**config.mk**
```make
export PLATFORM = sky130hd
export DESIGN_NAME = mem_ctrl
export DESIGN_NICKNAME = d
export VERILOG_FILES = /design/src/rtl/mem_pkg.sv /design/src/rtl/mem_ctrl.sv
export SDC_FILE = /design/constraint.sdc
export NUM_CORES = 1
export LEC_CHECK = 0
export ABC_AREA = 1
export CORE_MARGIN = 5
export CORE_UTILIZATION = 25
export DETAILED_ROUTE_END_ITERATION = 16
export GPL_ROUTABILITY_DRIVEN = 0
export PLACE_DENSITY = 0.61
export SYNTH_ARGS = -nofsm -noshare
export SYNTH_HDL_FRONTEND = slang
export SYNTH_SLANG_ARGS = --single-unit
```
**constraint.sdc**
```tcl
create_clock -name clk -period 2 [get_ports clk]
set_clock_uncertainty 0.05 [all_clocks]
set_input_delay 0.3 -clock clk [delete_from_list [all_inputs] [get_ports clk]]
set_output_delay 0.3 -clock clk [all_outputs]
set_load 0.005 [all_outputs]
```
**src/rtl/mem_pkg.sv**
```systemverilog
// Shared types and defaults for the single-outstanding RAM access controller.
package mem_pkg;

  typedef enum logic [1:0] {
    IDLE  = 2'd0,
    ISSUE = 2'd1,
    WAIT  = 2'd2,
    RESP  = 2'd3
  } state_t;

  // RAM read/write select polarity
  localparam logic RW_READ  = 1'b1;
  localparam logic RW_WRITE = 1'b0;

  localparam int unsigned DEF_DEPTH = 256;
  localparam int unsigned DEF_LAT   = 2;

endpackage

```
**src/rtl/mem_ctrl.sv**
```systemverilog
// Single-outstanding RAM access controller: request handshake in, fixed-latency RAM access, response out.
// Optional out-of-range rejection compiled in with `define MEM_CTRL_RANGE_CHECK_EN.
module mem_ctrl
  import mem_pkg::*;
#(
  parameter int unsigned DATA_W = 16,
  parameter int unsigned ADDR_W = 16,
  parameter int unsigned DEPTH  = DEF_DEPTH,
  parameter int unsigned LAT    = DEF_LAT    // legal range 1..15
) (
  input  logic              clk,
  input  logic              rst_n,
  input  logic              req_valid,
  output logic              req_ready,
  input  logic              req_rw,
  input  logic [ADDR_W-1:0] req_addr,
  input  logic [DATA_W-1:0] req_wdata,
  output logic              rsp_valid,
  input  logic              rsp_ready,
  output logic [DATA_W-1:0] rsp_rdata,
  output logic              rsp_err,
  output logic              mem_en,
  output logic              mem_rw,
  output logic [ADDR_W-1:0] mem_addr,
  output logic [DATA_W-1:0] mem_wdata,
  input  logic [DATA_W-1:0] mem_q
);

  state_t     state;
  logic [3:0] lat_cnt;
  logic       accept;
  logic       range_err;

  // Handshake and RAM strobes decode straight from state so reset drops them at once.
  assign req_ready = (state == IDLE);
  assign rsp_valid = (state == RESP);
  assign mem_en    = (state == ISSUE) || (state == WAIT);
  assign accept    = req_valid && req_ready;

`ifdef MEM_CTRL_RANGE_CHECK_EN
  assign range_err = (32'(req_addr) >= 32'(DEPTH));

  always_ff @(posedge clk or negedge rst_n) begin
    if (!rst_n) begin
      rsp_err <= 1'b0;
    end else if (accept) begin
      rsp_err <= range_err;
    end
  end
`else
  assign range_err = 1'b0;
  assign rsp_err   = 1'b0;
`endif

  // NOTE: sequential state uses non-blocking assignments so every register
  // samples pre-edge values regardless of statement order.
  always_ff @(posedge clk or negedge rst_n) begin
    if (!rst_n) begin
      state     <= IDLE;
      lat_cnt   <= '0;
      rsp_rdata <= '0;
      mem_rw    <= RW_READ;
      mem_addr  <= '0;
      mem_wdata <= '0;
    end else begin
      case (state)
        IDLE: begin
          if (accept) begin
            mem_rw    <= req_rw;
            mem_addr  <= req_addr;
            mem_wdata <= req_wdata;
            if (range_err) begin
              rsp_rdata <= '0;
              state     <= RESP;
            end else begin
              state     <= ISSUE;
            end
          end
        end
        ISSUE: begin
          lat_cnt <= 4'(LAT);
          state   <= WAIT;
        end
        WAIT: begin
          lat_cnt <= lat_cnt - 4'd1;
          // Last cycle of the access window: RAM output is valid now.
          if (lat_cnt == 4'd1) begin
            if (mem_rw == RW_READ) begin
              rsp_rdata <= mem_q;
            end
            state <= RESP;
          end
        end
        RESP: begin
          if (rsp_ready) begin
            state <= IDLE;
          end
        end
        default: state <= IDLE;
      endcase
    end
  end

endmodule
```
==> run metrics <==
initial antenna violation count 0; critical path cell sequence inv_1 -> ha_4 -> clkdlybuf4s50_1; Hold Fails Final Rpt 0; combinational share of power 0.448; Sw Share 0.323; Syn Nets 320; via count of the first global-routing pass 2,124; number of max-slew violations in the final report 0; core occupancy in the finished layout 0.401; endpoint of the lowest-slack register-to-register path rsp_rdata[5]; overall global routing resource usage 0.109; Clk network pwr share 0.181; DRC viols 0; die height 108 um; number of clock buffers inserted by TritonCTS 5; Worst Hold Endpoint mem_addr[9]; number of unique standard cell types used by synthesis 21; sequential group share of total power 0.371; number of max-cap violations 0; data arrival time at the worst-slack endpoint 1590 ps; number of top-level pins 106; final cell count without fillers 499; Placement Cell Area 0.00357 sq mm; wire length of the first global-routing pass 10,300 um; Post-Place Setup Slack 248 ps; cell types occupying the most area after synthesis sky130_fd_sc_hd__dfrtp_1 56%, sky130_fd_sc_hd__nand2_1 15%, sky130_fd_sc_hd__nand3_1 7.7%, sky130_fd_sc_hd__o21ai_2 5.8%, sky130_fd_sc_hd__inv_1 3.7%; Req. time, crit path 1650 ps; startpoint of the tightest hold check path mem_addr[9]; total grt overflow 0; Hold Path Cell Cnt 2; list of most frequent post-synthesis cells 95 x sky130_fd_sc_hd__nand2_1, 54 x sky130_fd_sc_hd__dfrtp_1, 37 x sky130_fd_sc_hd__nand3_1; sequential cell area fraction in the yosys report 0.572; share of final-layout standard cells stronger than drive strength 1 0.106; Hold Crit Class reg2reg; worst-path fanout max 9; leakage power 1.82 nW; total number of clock tree sinks 55; Final Worst Setup Slack 61.3 ps; clk slew on worst S/H paths 100 ps; standard cell core area 0.00933 sq mm; count of yosys warnings during synthesis 0; critical register-to-register path startpoint state[0]; number of violations reported at the end of detailed-routing iteration 0 82; Avg Synthesized Cell Area 9.19 sq um; share of Yosys cell area claimed by the top area cell type 0.561; Post-DRT Antenna Nets 0; HPWL reported at the end of detailed placement 4590 um; critical-path cell with the highest stage delay sky130_fd_sc_hd__clkdlybuf4s50_1; DR vias 2,026; number of failing setup endpoints in the final timing report 0; flop-to-flop setup slack 270 ps; number of flops mapped to enable cells by yosys 0; starting utilization of the core area 0.258; Switching Power 1.55 mW; pin count of the biggest net entering global routing 56; result of the run completed; worst skew pair latency 300 ps; average wire per cell in the routed design 12.7 um; maximum clock frequency 516 MHz; cell with the most instances after synthesis sky130_fd_sc_hd__nand2_1; post-synthesis instance total 262; Layout Area Growth over Synthesis 55.4%; cell area after layout 0.00374 sq mm; critical path class reg2out; crit end category output pin; number of cells on the worst reg-to-reg path 6; cell type with the highest aggregate area in the netlist sky130_fd_sc_hd__dfrtp_1; number of I/O port buffers 104; Clock Root Buffer sky130_fd_sc_hd__clkbuf_8; Worst path max stage delay 510 ps; flip-flop and latch count after synthesis 55; minimum clock period after layout 1940 ps; dominant synthesized flop cell sky130_fd_sc_hd__dfrtp_1; portion of the clock cycle consumed by the worst path in the final layout 0.969; final routed wirelength across all metal layers 6340 um; nature of the critical path startpoint register; TritonCTS clock tree done; H-tree depth 2; number of standard-cell rows in the floorplan 35; number of cells after detailed placement 487; Pwr per Cell Area 1280 mW/mm^2; Bufs on Longest Clock Path 2; proportion of register bits with asynchronous set or reset after synthesis 1.00; die boundary width 108 um; Critical path buffers and inverters 2; CP delay by family, top buffers and inverters; cell-internal power 3.25 mW; Die Outline Area 0.0117 sq mm; smallest hold slack 426 ps; fin nets 426; total iterations of the first detailed-routing run 6; vias per inst 4.06; maximum ir drop on the vdd rail 0.434 mV; total standard cell area after synthesis 0.00241 sq mm
-- worst min-delay path, cell delays in order (launching register included) --
cell	delay, ps
sky130_fd_sc_hd__dfrtp_1	350
sky130_fd_sc_hd__nand2_1	50
sky130_fd_sc_hd__nand2_1	50
-- metrics by stage --
stage | total power [mW] | setup TNS [ps]
final | 4.81 | 0
after global routing | 5.21 | -25.1
after CTS | 4.87 | 0
after detailed placement | 3.92 | 0
after global placement | 3.87 | 0
after floorplan | 2.72 | 0
-- how the worst max path moves through the flow --
stage | startpoint | to | depth (start not counted)
global placement | state[1] | mem_en | 3
floorplan | state[1] | lat_cnt[2] | 5
global route | state[0] | mem_en | 3
detailed placement | state[1] | mem_en | 3
CTS | state[1] | mem_en | 3
finish | state[0] | mem_en | 3
-- sequential cells by signal (all words and copies together), names as in the netlist --
name       count
mem_wdata     16
state          2
lat_cnt        4
mem_rw         1
mem_addr      16
rsp_rdata     16
-- kinds of logic after synthesis --
family,synth area share
fa+ha+maj,0.0260
compound gates,0.0670
flops,0.572
simple gates,0.253
other cells,0.00156
buf+inv,0.0805
-- metal layers --
layer  part of all wire  global-route usage  vias up
li1                   -                   -     1025
met1               0.42               0.128      928
met2               0.49               0.193       69
met3              0.080              0.0400        4
met4             0.0050              0.0216        0
met5                  0                   0        -
-- placed cells by master, fill, tap and decap left out, types with 2 or more instances in the layout --
cell type	n
sky130_fd_sc_hd__clkdlybuf4s50_1	103
sky130_fd_sc_hd__nand3_1	37
sky130_fd_sc_hd__ha_1	4
sky130_fd_sc_hd__nor2_1	4
sky130_fd_sc_hd__nand2_1	95
sky130_fd_sc_hd__dfrtp_1	54
sky130_fd_sc_hd__a21oi_1	2
sky130_fd_sc_hd__o21ai_2	16
sky130_fd_sc_hd__buf_4	8
sky130_fd_sc_hd__bufinv_16	2
sky130_fd_sc_hd__clkbuf_8	5
sky130_fd_sc_hd__inv_1	24
-- repair_timing --
| action | CTS | global route |
|---|---|---|
| pin swaps | 0 | 0 |
| hold buffers | 1 | 0 |
| resized for setup | 2 | 0 |
| setup endpoints to repair | 1 | 1 |
| cloned | 0 | 0 |
| buffers inserted | 0 | 2 |
| endpoints found under the hold margin | 54 | 0 |
-- cell type report --
type | instances | area, sq um
multi-input combinational | 168 | 850
clock inverter | 3 | 67.6
clock buffer | 5 | 68.8
fill | 949 | 5580
tap | 129 | 161
inverter | 24 | 90.1
sequential | 55 | 1380
antenna | 1 | 2.50
timing repair buffer | 114 | 1130
-- power groups by stage --
stage,sequential (mW),combinational (mW),clock [mW]
after floorplan,1.82,0.899,0
after global placement,1.80,2.07,0
after detailed placement,1.80,2.12,0
after CTS,1.79,2.16,0.915
after global routing,1.85,2.41,0.949
final,1.78,2.16,0.871
Power figures use the tool's default switching activity.
